File: config.mk
export PLATFORM = sky130hd
export DESIGN_NAME = bus_datapath
export DESIGN_NICKNAME = d
export VERILOG_FILES = /design/src/rtl/bus_datapath_pkg.sv /design/src/rtl/bus_datapath_alu.sv /design/src/rtl/bus_datapath.sv
export SDC_FILE = /design/constraint.sdc
export NUM_CORES = 1
export LEC_CHECK = 0
export CAP_MARGIN = 20
export CORE_ASPECT_RATIO = 1.5
export CORE_MARGIN = 2
export CORE_UTILIZATION = 29
export DETAILED_ROUTE_END_ITERATION = 10
export GPL_TIMING_DRIVEN = 0
export MAX_ROUTING_LAYER = met4
export SETUP_SLACK_MARGIN = 0.1
export SLEW_MARGIN = 20
export SYNTH_ARGS = -nofsm -noshare
export SYNTH_HDL_FRONTEND = slang
export SYNTH_SLANG_ARGS = --single-unit
File: constraint.sdc
create_clock -name clk -period 5.28 [get_ports clk]
set_input_delay 0.528 -clock clk [delete_from_list [all_inputs] [get_ports clk]]
set_output_delay 0.528 -clock clk [all_outputs]
set_load 0.1 [all_outputs]
File: src/rtl/bus_datapath_pkg.sv
// Shared constants for the transfer bus: default width, address map and ALU opcodes.
// The control unit imports the same package, so both ends agree on the encoding.
package bus_datapath_pkg;

  localparam int DEF_DATA_W = 9;

  localparam logic [3:0] ADDR_DIN = 4'd8;
  localparam logic [3:0] ADDR_A   = 4'd9;
  localparam logic [3:0] ADDR_G   = 4'd10;
  localparam logic [3:0] ADDR_IR  = 4'd11;

  localparam logic [2:0] OP_MV  = 3'b000;
  localparam logic [2:0] OP_MVI = 3'b001;
  localparam logic [2:0] OP_ADD = 3'b010;
  localparam logic [2:0] OP_SUB = 3'b011;
  localparam logic [2:0] OP_AND = 3'b100;
  localparam logic [2:0] OP_OR  = 3'b101;
  localparam logic [2:0] OP_XOR = 3'b110;
  localparam logic [2:0] OP_SLT = 3'b111;

endpackage

File: src/rtl/bus_datapath_alu.sv
// Combinational ALU: result = f(a, b) and carry, where b is the bus latch.
// For sub, carry reports a borrow. Logic ops, slt and pass report carry = 0.
module bus_alu
  import bus_datapath_pkg::*;
#(
  parameter int W = DEF_DATA_W
) (
  input  logic [W-1:0] a,
  input  logic [W-1:0] b,
  input  logic [2:0]   op,
  output logic [W-1:0] result,
  output logic         carry
);

  logic [W:0] wide;

  always_comb begin
    wide   = '0;
    result = b;
    carry  = 1'b0;
    case (op)
      OP_ADD: begin
        wide   = {1'b0, a} + {1'b0, b};
        result = wide[W-1:0];
        carry  = wide[W];
      end
      OP_SUB: begin
        // The top bit of the widened difference is set exactly when a < b.
        wide   = {1'b0, a} - {1'b0, b};
        result = wide[W-1:0];
        carry  = wide[W];
      end
      OP_AND: result = a & b;
      OP_OR:  result = a | b;
      OP_XOR: result = a ^ b;
      OP_SLT: result = (a < b) ? W'(1) : '0;
      default: result = b;
    endcase
  end

endmodule

File: src/rtl/bus_datapath.sv
// Responder side of the transfer bus. It holds R0-R7, A, G, IR and the bus latch,
// and decodes the per-cycle command {addr, val, aluen, opcode}.
module bus_datapath
  import bus_datapath_pkg::*;
#(
  parameter int DATA_W = DEF_DATA_W
) (
  input  logic              clk,
  input  logic              reset,
  input  logic [DATA_W-1:0] din,
  input  logic [3:0]        addr,
  input  logic              val,
  input  logic              aluen,
  input  logic [2:0]        opcode,
  output logic [8:0]        ir,
  output logic [DATA_W-1:0] bus_q,
  output logic              zero,
  output logic              carry
);

  logic [DATA_W-1:0] r [8];
  logic [DATA_W-1:0] a_q;
  logic [DATA_W-1:0] g_q;
  logic [DATA_W-1:0] src;
  logic [DATA_W-1:0] alu_res;
  logic              alu_carry;

  bus_alu #(.W(DATA_W)) u_alu (
    .a      (a_q),
    .b      (bus_q),
    .op     (opcode),
    .result (alu_res),
    .carry  (alu_carry)
  );

  // Reserved addresses 12-15 read as zero.
  always_comb begin
    src = '0;
    if (!addr[3]) begin
      src = r[addr[2:0]];
    end else begin
      case (addr)
        ADDR_DIN: src = din;
        ADDR_A:   src = a_q;
        ADDR_G:   src = g_q;
        ADDR_IR:  src[8:0] = ir;
        default:  src = '0;
      endcase
    end
  end

  // Every command is repeatable without changing the result, so each one is
  // simply applied on every edge for as long as the control unit holds it.
  always_ff @(posedge clk or posedge reset) begin
    if (reset) begin
      for (int i = 0; i < 8; i++) r[i] <= '0;
      a_q   <= '0;
      g_q   <= '0;
      ir    <= '0;
      bus_q <= '0;
      zero  <= 1'b0;
      carry <= 1'b0;
    end else if (aluen) begin
      g_q   <= alu_res;
      carry <= alu_carry;
      zero  <= (alu_res == '0);
    end else if (val) begin
      bus_q <= src;
    end else begin
      if (!addr[3]) begin
        r[addr[2:0]] <= bus_q;
      end else begin
        case (addr)
          ADDR_A:  a_q <= bus_q;
          ADDR_G:  g_q <= bus_q;
          ADDR_IR: ir  <= bus_q[8:0];
          default: ;
        endcase
      end
    end
  end

endmodule

== After elaboration in Yosys (flattened, before gate mapping) ==
Cells that the tools add are included.

* Register bits after elaboration: 110
* Input port bits: 20

* Mux-type cells: 15
* Magnitude comparators: 3
* Eq/ne operators: 11
* Reduce and logical (&&, ||, !) cells: 9
* Bitwise gates (word level): 7
* $add $sub $neg: 2

{| class="wikitable"
|+ Operators by type and width
! kind !! count
|-
| $bwmux 72 || 1
|-
| $mux 9 || 8
|-
| $pmux 9 s6 || 1
|-
| $pmux 9 s4 || 1
|-
| $bmux 9 s3 || 1
|-
| $demux 9 s3 || 1
|-
| $eq 4x4->1 const B || 4
|-
| $eq 3x3->1 const B || 4
|-
| $add 9x9->10 || 1
|-
| $sub 9x9->10 || 1
|-
| $and 9x9->9 || 1
|-
| $logic_not 9->1 || 1
|-
| $lt 9x9->1 || 1
|-
| $or 9x9->9 || 1
|-
| $xor 9x9->9 || 1
|-
| $reduce_and 4->1 || 2
|-
| $eq 3x2->1 const B || 2
|-
| $reduce_and 3->1 || 2
|-
| $ge 4x4->1 const B || 1
|-
| $lt 4x1->1 const B || 1
|-
| $not 3->4 || 1
|-
| $reduce_bool 2->1 || 2
|-
| $not 1->1 || 3
|-
| $ne 2x1->1 const B || 1
|-
| 4 further kinds || 4
|}

== Logic depth before layout (Yosys ltp) ==
Gate-level depths: netlist of the first run.

* Depth in word-level cells: 6
* Gate-level depth with buffers: 11
* Gate-level depth less buffers: 11

== Hierarchy ==
Synthesis of the first run repeated with hierarchy kept, for this count alone.

* Cells, all modules: 581
* Area, all modules: 6732.7 um^2

{| class="wikitable"
|+ Modules (own cells, without submodules)
! module !! sequential area each (um^2) !! area each (um^2) !! cells each !! instances
|-
| bus_datapath || 2752.6 || 5330.1 || 372 || 1
|-
| bus_alu || 0.0 || 1402.6 || 209 || 1
|}

== Worst setup path after synthesis of the first run ==
OpenSTA, ideal clock, no wires.

* Kind: register -> register
* From: register bus_q[1]
* To: register zero
* Cell stages (with the launch flop): 10
* Slack: 1521 ps
* Arrival: 3656 ps
* Path buffers: 0
* Cell sequence: dfrtp_1 -> clkinv_1 -> fa_1 -> nor2b_1 -> o21a_1 -> or4_4 -> and3_1 -> o21ai_1 -> a32oi_1 -> o41ai_2

* Word-level cells in the longest chain between the ends: 4

{| class="wikitable"
|+ RTL lines
! what !! line !! source
|-
| start, declared || bus_datapath.sv:16 || <nowiki>output logic [DATA_W-1:0] bus_q,</nowiki>
|-
| start signal, assigned || bus_datapath.sv:68 || <nowiki>bus_q <= src;</nowiki>
|-
| $lt 9x9->1 || bus_datapath_alu.sv:36 || <nowiki>OP_SLT: result = (a < b) ? W'(1) : '0;</nowiki>
|-
| $mux 1 || bus_datapath_alu.sv:36 ||
|-
| $pmux 9 s6 * || bus_datapath_alu.sv:21 || <nowiki>case (op)</nowiki>
|-
| $logic_not 9->1 * || bus_datapath.sv:66 || <nowiki>zero <= (alu_res == '0);</nowiki>
|-
| end signal, assigned || bus_datapath.sv:66 ||
|-
| end, declared || bus_datapath.sv:17 || <nowiki>output logic zero,</nowiki>
|}

Every way passes the cells marked *; elsewhere a longest branch is shown, timed or not.
A chain may end at the register's enable or synchronous reset.

== Worst setup path after layout of the first run ==
Same ends and word-level chain as after synthesis.

==> flow_results.org, run 1 <==
** Outcome
- Run status :: completed

** Route
- In the routed design, unresolved DRC markers number 0.
- Post-detailed-route via-to-cell ratio :: 5.32
- In the final routed layout, each cell accounts on average for 20.1 um.
- Before antenna repair, the detailed router went through 5 iterations.
- The count of nets left with antenna violations once routing finished came out at 0.
- The routed design has 19,600 um of wire.
- For this block, the via count after detailed routing is 5,195.
- In this run, the number of DRC markers left after iteration 0 of detailed routing was 396.

** Synthesis
- The mapped netlist covers 0.00634 mm2.
- Yosys mapped a number of flops with a built-in enable equal to 0.
- During synthesis, Yosys emitted a total of 0 warnings.
- In this run the mean area of a mapped cell was 9.79 um2.
- Counting every instance in the synthesized netlist gives 648.
- Post-synth ARST share :: 100%
- Proportion of synthesized chip area in sequential cells :: 43.4%
- The most used flip-flop cell after synthesis is sky130_fd_sc_hd__dfrtp_1.
- Netlist cell types :: 69
- When the netlist entered floorplanning its net count stood at 699.
- Synthesis inferred 110 register bits.

** Power and ir drop
- Sw frac :: 39.3%
- Total power for the finished layout comes to 2.84 mW.
- The internal portion of the total power is 1.72 mW.
- Combinational group share of total power :: 35.1%
- The clock network accounts for 23.1% of the total power.
- Per report_power, the sequential group accounts for 41.7% of the total.
- In this run the static leakage power is 3.19 nW.
- Net switching power :: 1.12 mW
- In this run the power density over the cells is 384 mW/mm2.
- Across the VDD grid, the largest voltage drop is 0.000155 V.

** Timing
- The final critical path takes up 75.8% of the cycle.
- RSZ-0062 raised after global routing :: no
- Setup total negative slack on the finished layout was measured at 0 ns.
- Final worst clock skew :: 0.0121 ns
- The total count of hold-check failures in the final report is 0.
- Worst slew pin tran :: 1.13 ns
- Max-slew violations :: 0
- Based on the critical path, the design can be clocked at up to 250 MHz.
- Subtracting the final worst setup slack from the clock period gives 4.00 ns.
- The worst pin sits at a relative slew slack of 23.9%.
- Final setup fails :: 0

** Die
- The floorplan step defined a die boundary enclosing 0.0231 mm2.
- Core Rows :: 66
- In this run the horizontal extent of the chip is 125 um.
- DIE HEIGHT :: 185 um
- Top-Level Pins :: 40
- Initial core utilization :: 29.4%
- Placeable core region :: 0.0216 mm2

** Critical path
- Worst setup path startpoint :: bus_q[1]
- The worst setup path is captured at a flip-flop.
- R2r setup slk :: 1.28 ns
- For the worst flop-to-flop path, the logic depth is 9.
- Kind of start point of the critical path :: flip-flop
- Data on the critical path arrives at its endpoint at 4.24 ns.
- The worst register-to-register path ends at zero.
- CP Data Required Time :: 5.52 ns
- Startpoint of the worst-slack reg-to-reg timing path :: bus_q[1]
- The setup path with the least slack is of type flip-flop to flip-flop.
- Of all nets on the critical path, the largest fanout is 12.

** GRT
- Number of antenna violations at the first check in global routing :: 0
- The first global-routing pass estimated 30,000 um of wire.
- Largest net degree at the start of global routing :: 63
- The via count of the first global-routing pass came to 5,175.
- GRT Residual Overflow :: 0
- All-Layer GR Usage :: 17.6%

** Cells and area
- Nets :: 750
- Fraction of layout cells with a size suffix above 1 :: 10.9%
- Diodes inserted :: 0
- Area Overhead vs Synth :: 16.5%
- Fill cells in the final layout number 2,143.

** Clock tree
- For this design, the CTS-stage hold fixing added 0 buffers.
- Clk_lat worst skew :: 0.36 ns
- Clock tree synthesis inserted a total of 9 buffers.
- Gates resized, CTS repair :: 0
- Maximum level of the CTS H-tree :: 3
- The cell sitting at the root of the clock tree is a sky130_fd_sc_hd__clkbuf_16.
- Setup repair bufs after CTS :: 0
- TritonCTS built the clock tree.
- The clock passes through at most 2 buffers.
- Clock slew at the register clock pins of the worst setup and hold paths :: 0.08 ns
- Clock Sink Count :: 110

** Placement
- During placement, the flow inserted port buffers numbering 39.
- At the end of routability-driven placement, the weighted congestion stood at 0.934.
- Summed over all nets, the half-perimeter wirelength after detailed placement is 14,700 um.

** Min path
- The startpoint identified for the worst hold timing path is r[35].
- The worst hold path was traced through 2 stages.
- The worst hold path terminates at r[35].
- Worst min-delay path category :: flip-flop to flip-flop

** Flow run
- # Max-Cap Violations :: 0
synthesized netlist by cell type (3+ instances only):
cell	count	area, um2
sky130_fd_sc_hd__dfrtp_1	110	2750
sky130_fd_sc_hd__nand2_1	102	383
sky130_fd_sc_hd__o21ai_0	81	405
sky130_fd_sc_hd__a21oi_1	35	175
sky130_fd_sc_hd__ha_1	29	363
sky130_fd_sc_hd__nor2_1	29	109
sky130_fd_sc_hd__clkbuf_1	25	93.8
sky130_fd_sc_hd__inv_1	22	82.6
sky130_fd_sc_hd__a22oi_1	18	135
sky130_fd_sc_hd__mux2_2	18	203
sky130_fd_sc_hd__mux2i_1	18	180
sky130_fd_sc_hd__mux4_2	18	405
sky130_fd_sc_hd__nor2b_1	16	100
sky130_fd_sc_hd__nor3_1	15	75.1
sky130_fd_sc_hd__nand2b_1	10	62.6
sky130_fd_sc_hd__a211oi_1	7	52.6
sky130_fd_sc_hd__clkinv_1	6	22.5
sky130_fd_sc_hd__nand3_1	6	30.0
sky130_fd_sc_hd__buf_2	5	25.0
sky130_fd_sc_hd__o22ai_1	5	31.3
sky130_fd_sc_hd__a31oi_1	4	25.0
sky130_fd_sc_hd__nor3b_1	4	30.0
sky130_fd_sc_hd__clkbuf_8	3	41.3
sky130_fd_sc_hd__o221a_2	3	33.8
sky130_fd_sc_hd__o31ai_1	3	22.5
sky130_fd_sc_hd__or3_1	3	18.8
per-layer routing:
metal / track usage [%] / wire length (um) / up-vias
met5: - / 0 / -
met4: 7.64 / 686 / 0
met3: 1.99 / 691 / 40
met2: 32.3 / 10500 / 157
met1: 19.3 / 7720 / 2568
li1: - / - / 2430
per-stage QoR:
step	hold WS, ns	instance area, um2	util (%)	cells	setup WS, ns
2_1_floorplan	0.445	6340	-	648	1.52
3_3_place_gp	0.457	7070	32.8	959	0.193
3_5_place_dp	0.467	7110	33.0	960	1.45
4_1_cts	0.483	7390	34.3	976	1.41
5_1_grt	0.497	7390	34.3	976	1.21
6_report	0.482	7390	34.3	976	1.28
cells by family (layout without fill, tap and decap cells):
family / Yosys count / after routing / share of synthesized area, %
buffers and inverters: 65 / 121 / 4.75
AO/OA/AOI/OAI: 185 / 185 / 18.1
flip-flops: 110 / 110 / 43.4
multiplexers: 54 / 54 / 12.4
adder cells (fa/ha/maj): 31 / 31 / 6.35
AND/OR/NAND/NOR: 203 / 203 / 15.0
area by class of cell:
class	instances	area, um2	area share, %
Inverter	28	110	1.49
Sequential cell	110	2750	37.2
Buffer	37	196	2.66
Timing Repair Buffer	40	418	5.65
Multi-Input combinational cell	473	3290	44.5
Clock buffer	10	229	3.10
Tap cell	272	340	4.60
Clock inverter	6	56.3	0.762
placed cells by master, fill, tap and decap left out, types with 7 or more instances in the layout:
cell type and instances:
sky130_fd_sc_hd__a211oi_1 7, sky130_fd_sc_hd__a21oi_1 35, sky130_fd_sc_hd__a22oi_1 18, sky130_fd_sc_hd__clkbuf_1 26
sky130_fd_sc_hd__clkbuf_16 9, sky130_fd_sc_hd__clkdlybuf4s50_1 39, sky130_fd_sc_hd__dfrtp_1 110, sky130_fd_sc_hd__ha_1 29
sky130_fd_sc_hd__inv_1 21, sky130_fd_sc_hd__mux2_2 18, sky130_fd_sc_hd__mux2i_1 18, sky130_fd_sc_hd__mux4_2 18
sky130_fd_sc_hd__nand2_1 102, sky130_fd_sc_hd__nand2b_1 10, sky130_fd_sc_hd__nor2_1 29, sky130_fd_sc_hd__nor2b_1 16
sky130_fd_sc_hd__nor3_1 15, sky130_fd_sc_hd__o21ai_0 81
power by group through the flow:
stage	combinational (mW)	sequential, mW	clock [mW]
after global routing	1.08	1.20	0.708
final	0.997	1.18	0.656
after global placement	0.981	1.19	0
after detailed placement	0.995	1.20	0
after floorplan	0.546	1.32	0
after CTS	0.998	1.18	0.668
worst max path at each step:
stage               slack (ns)  depth (start not counted)     to
finish                    1.28                          9   zero
global route              1.21                          9   zero
CTS                       1.41                          9   zero
detailed placement        1.45                          9   zero
global placement          0.19                          2  ir[5]
floorplan                 1.52                          9   zero
worst max-delay path: stages, from the launching register on:
cell,delay [ns]
sky130_fd_sc_hd__dfrtp_1,0.65
sky130_fd_sc_hd__clkinv_1,0.60
sky130_fd_sc_hd__ha_1,0.52
sky130_fd_sc_hd__o21bai_1,0.25
sky130_fd_sc_hd__nor4b_1,0.59
sky130_fd_sc_hd__o31a_1,0.31
sky130_fd_sc_hd__a2bb2oi_2,0.14
sky130_fd_sc_hd__mux2i_1,0.10
sky130_fd_sc_hd__o32a_1,0.36
sky130_fd_sc_hd__o41ai_2,0.38
sequential cells by signal (all words and copies together), names as in the netlist:
name   cells
r         72
a_q        9
bus_q      9
g_q        9
ir         9
carry      1
zero       1
No activity file was read; power rests on OpenSTA's default activity.
==> run 2: changes to the inputs <==
==> constraint.sdc (replaced) <==
create_clock -name clk -period 4.17 [get_ports clk]
set_input_delay 0.417 -clock clk [delete_from_list [all_inputs] [get_ports clk]]
set_output_delay 0.417 -clock clk [all_outputs]
set_load 0.1 [all_outputs]
==> results of run 2 <==
Same layout as run 1 (identical final DEF). Status: completed.
Among the figures that moved: setup slack after placement 1.45 ns -> 0.344 ns; setup slack after layout 1.28 ns -> 0.169 ns; hold slack 0.482 ns -> 0.451 ns; register-to-register setup slack 1.28 ns -> 0.17 ns; total power 2.84 mW -> 3.59 mW; worst IR drop on VDD 0.000155 V -> 0.000196 V
==> run 3: changes to the inputs <==
--- a/config.mk
+++ b/config.mk
@@ -6,12 +6,12 @@
 export NUM_CORES = 1
 export LEC_CHECK = 0
 export CAP_MARGIN = 20
-export CORE_ASPECT_RATIO = 1.5
 export CORE_MARGIN = 2
 export CORE_UTILIZATION = 29
 export DETAILED_ROUTE_END_ITERATION = 10
 export GPL_TIMING_DRIVEN = 0
 export MAX_ROUTING_LAYER = met4
+export PLACE_DENSITY = 0.45
 export SETUP_SLACK_MARGIN = 0.1
 export SLEW_MARGIN = 20
 export SYNTH_ARGS = -nofsm -noshare
==> run 3 against run 2 <==
  * Die area shrank 0.11%
  * Design area grew 0.32%
  * Global-route usage grew 1.7 points
  * Largest power group unchanged
  * Critical path type unchanged
  * Count of clock-buffer cells in the layout is the same
  * Largest cell class unchanged
  * Highest routed layer unchanged
==> flow_results.org, run 3 (same netlist as run 1, synthesis figures left out) <==
** Critical path
- Reg-to-Reg End :: zero
- The critical path ends at zero.
- Master of the slowest instance on the critical path :: sky130_fd_sc_hd__dfrtp_1
- Kind of start point of the critical path :: flip-flop
- CP Data Arrival Time :: 4.09 ns
- By startpoint and endpoint, the worst setup path is classified as flip-flop to flip-flop.
- STA puts the critical path data required time at 4.42 ns.
- The worst register-to-register path begins at bus_q[2].
- The worst register-to-register path has a depth of 8.
- CP max stage delay :: 0.73 ns
- In this run the worst path has a maximum fanout of 11.
- CP Capture Type :: flip-flop
- Worst setup path startpoint :: bus_q[2]
- R2r setup slk :: 0.34 ns
- List of cells traversed by the critical path :: clkinv_1, ha_1, nor4b_1, o31a_1, a2bb2oi_2, mux2i_1, o32a_1, o41ai_2

** Die
- DIE HEIGHT :: 152 um
- Top-Level Pins :: 40
- Row generation in the floorplan step produced 54 rows.
- Placeable core region :: 0.0216 mm2
- Die boundary width :: 152 um
- Initial core utilization :: 29.3%
- Die Outline Area :: 0.0231 mm2

** Cells and area
- Flip-flop count of the largest register, all copies and words added :: 72
- The final layout contains 750 nets.
- From synthesis to final layout, the design area changed by 16.9%.
- The finished cells cover 0.00742 mm2.
- Commonest non-fill, non-tap cell in the layout :: sky130_fd_sc_hd__dfrtp_1
- Most used cells in the layout excluding fill and tap cells :: sky130_fd_sc_hd__dfrtp_1, sky130_fd_sc_hd__nand2_1, sky130_fd_sc_hd__o21ai_0, sky130_fd_sc_hd__clkdlybuf4s50_1, sky130_fd_sc_hd__a21oi_1
- Counting flops per register, the top entry is r.
- Fraction of layout cells with a size suffix above 1 :: 11.1%

** Route
- The final layout contains routed wiring with a total length of 21,500 um.
- DR pass1 iterations :: 5
- Number of DRC markers after the initial detailed-route iteration :: 370
- Count of vias placed by the detailed router :: 5,196
- Dividing the detail-routed via count by the number of cells gives 5.28.
- WL/cell :: 21.9 um
- After detailed routing, the number of remaining DRC violations is 0.
- The detail route stage leaves a number of antenna-violating nets equal to 0.

** Outcome
- Run status :: completed

** GRT
- For this run, global-route usage on met1 was measured as 25.6%.
- Largest net degree at the start of global routing :: 68
- All-Layer GR Usage :: 19.3%
- The number of antenna violations at the first check in global routing came to 1.
- For met3 alone, demand over resource in global routing was 3.42%.
- GRT Residual Overflow :: 0
- Grt peak-use layer :: met2
- Met2 Usage GRT :: 30.9%
- The first global-routing pass estimated 32,800 um of wire.
- The via count of the first global-routing pass is 5,241.

** Timing
- Number of hold-slack violations in the final timing report :: 0
- RSZ-0062 raised after global routing :: no
- Final period demand of the worst path :: 3.83 ns
- Final worst-path setup slack :: 0.338 ns
- Setup violations remaining at the end of the flow were counted as 0.
- For this run, the top clock speed supported by timing is 261 MHz.
- Dividing the final minimum period by the clock period gives 91.9%.
- Worst slew margin relative to its limit :: 33.1%
- For the final database, setup skew stands at 0.00684 ns.
- The number of pins exceeding their max-slew limit in the final report came to 0.
- Final sum of negative setup slack :: 0 ns
- For the pin with the worst max-slew slack, the measured transition is 1.00 ns.

** Clock tree
- The clock tree synthesis step divided the H-tree into 3 levels.
- TritonCTS clock tree :: yes
- Clock slew at the register clock pins of the worst setup and hold paths :: 0.07 ns
- In this run the clock root is driven by a sky130_fd_sc_hd__clkbuf_16.
- The clock passes through at most 2 buffers.
- The clock drives 110 sinks.
- Buffers added to address setup during post-CTS repair amount to 0.
- The clock reaches the later pin of the worst-skew pair after 0.36 ns.
- In this run, CTS created clock tree buffers numbering 9.

** Power and ir drop
- Power Dens Cells :: 493 mW/mm2
- In this run the static leakage power is 3.19 nW.
- IR analysis of the VDD net gives a maximum drop of 0.000165 V.
- Portion of total power attributed to the clock network :: 24.3%
- Proportion of power drawn by flip-flops and latches :: 40.9%
- Combinational group share of total power :: 34.7%
- Cell Int Power :: 2.23 mW
- Sw frac :: 38.9%
- Net switching power :: 1.42 mW

** Placement
- Prior to clock tree synthesis, the placed netlist has a worst setup slack of 0.236 ns.
- DP Wirelength :: 15,100 um
- The congestion estimate from routability-driven global placement came to 0.851.
- Once placement finished, the instance area stood at 0.00711 mm2.
- Input and output buffers added on the ports amount to 39.

** Min path
- Worst Hold Path Cells :: 2
- Worst min-delay path category :: flip-flop to flip-flop

** Flow run
- The tool flagged a number of max-cap violations equal to 0.
[run 3: layout make-up]
class,count,area (um2)
Clock inverter,5,66.3
Antenna cell,1,2.50
Buffer,37,196
Sequential cell,110,2750
Timing Repair Buffer,40,410
Tap cell,280,350
Multi-Input combinational cell,473,3290
Clock buffer,10,229
Fill cell,2245,14200
Inverter,28,114
[run 3: routing by layer]
| metal | vias up | part of all wire, % | routed length [um] |
|---|---|---|---|
| met3 | 24 | 4.1 | 873 |
| li1 | 2423 | - | - |
| met4 | 0 | 1.7 | 362 |
| met5 | - | 0 | 0 |
| met2 | 138 | 47 | 10200 |
| met1 | 2611 | 47 | 10100 |
[run 3: per-stage QoR]
stage	hold WS, ns	power [mW]	instances	utilization, %
global route	0.512	3.86	984	34.3
global placement	0.457	2.75	967	32.8
floorplan	0.445	2.37	648	-
detailed placement	0.467	2.79	968	32.9
CTS	0.484	3.68	983	34.2
finish	0.478	3.66	984	34.3
[run 3: critical path: cells and delay by family, from the launching register on]
| family | cells | cell delay, ns |
|---|---|---|
| AO/OA/AOI/OAI | 4 | 1.13 |
| adder cells (fa/ha/maj) | 1 | 0.56 |
| buffers and inverters | 1 | 0.60 |
| flip-flops | 1 | 0.73 |
| multiplexers | 1 | 0.08 |
| AND/OR/NAND/NOR | 1 | 0.61 |
[run 3: repair_timing]
| item | CTS | global route |
|---|---|---|
| resized for setup | 0 | 1 |
| hold buffers | 0 | 0 |
| setup endpoints to repair | 0 | 1 |
[run 3: power by group through the flow]
stage	logic [mW]	clock network [mW]	registers, mW
finish	1.27	0.889	1.50
detailed placement	1.27	0	1.52
global placement	1.25	0	1.51
CTS	1.27	0.910	1.50
floorplan	0.691	0	1.68
global route	1.38	0.956	1.53
[run 3: worst min-delay path by stage]
stage | start | end | slack, ns
final | r[10] | r[10] | 0.48
after global routing | r[24] | r[24] | 0.51
after detailed placement | r[53] | r[53] | 0.47
after floorplan | r[10] | r[10] | 0.44
after CTS | r[15] | r[15] | 0.48
after global placement | r[22] | r[22] | 0.46
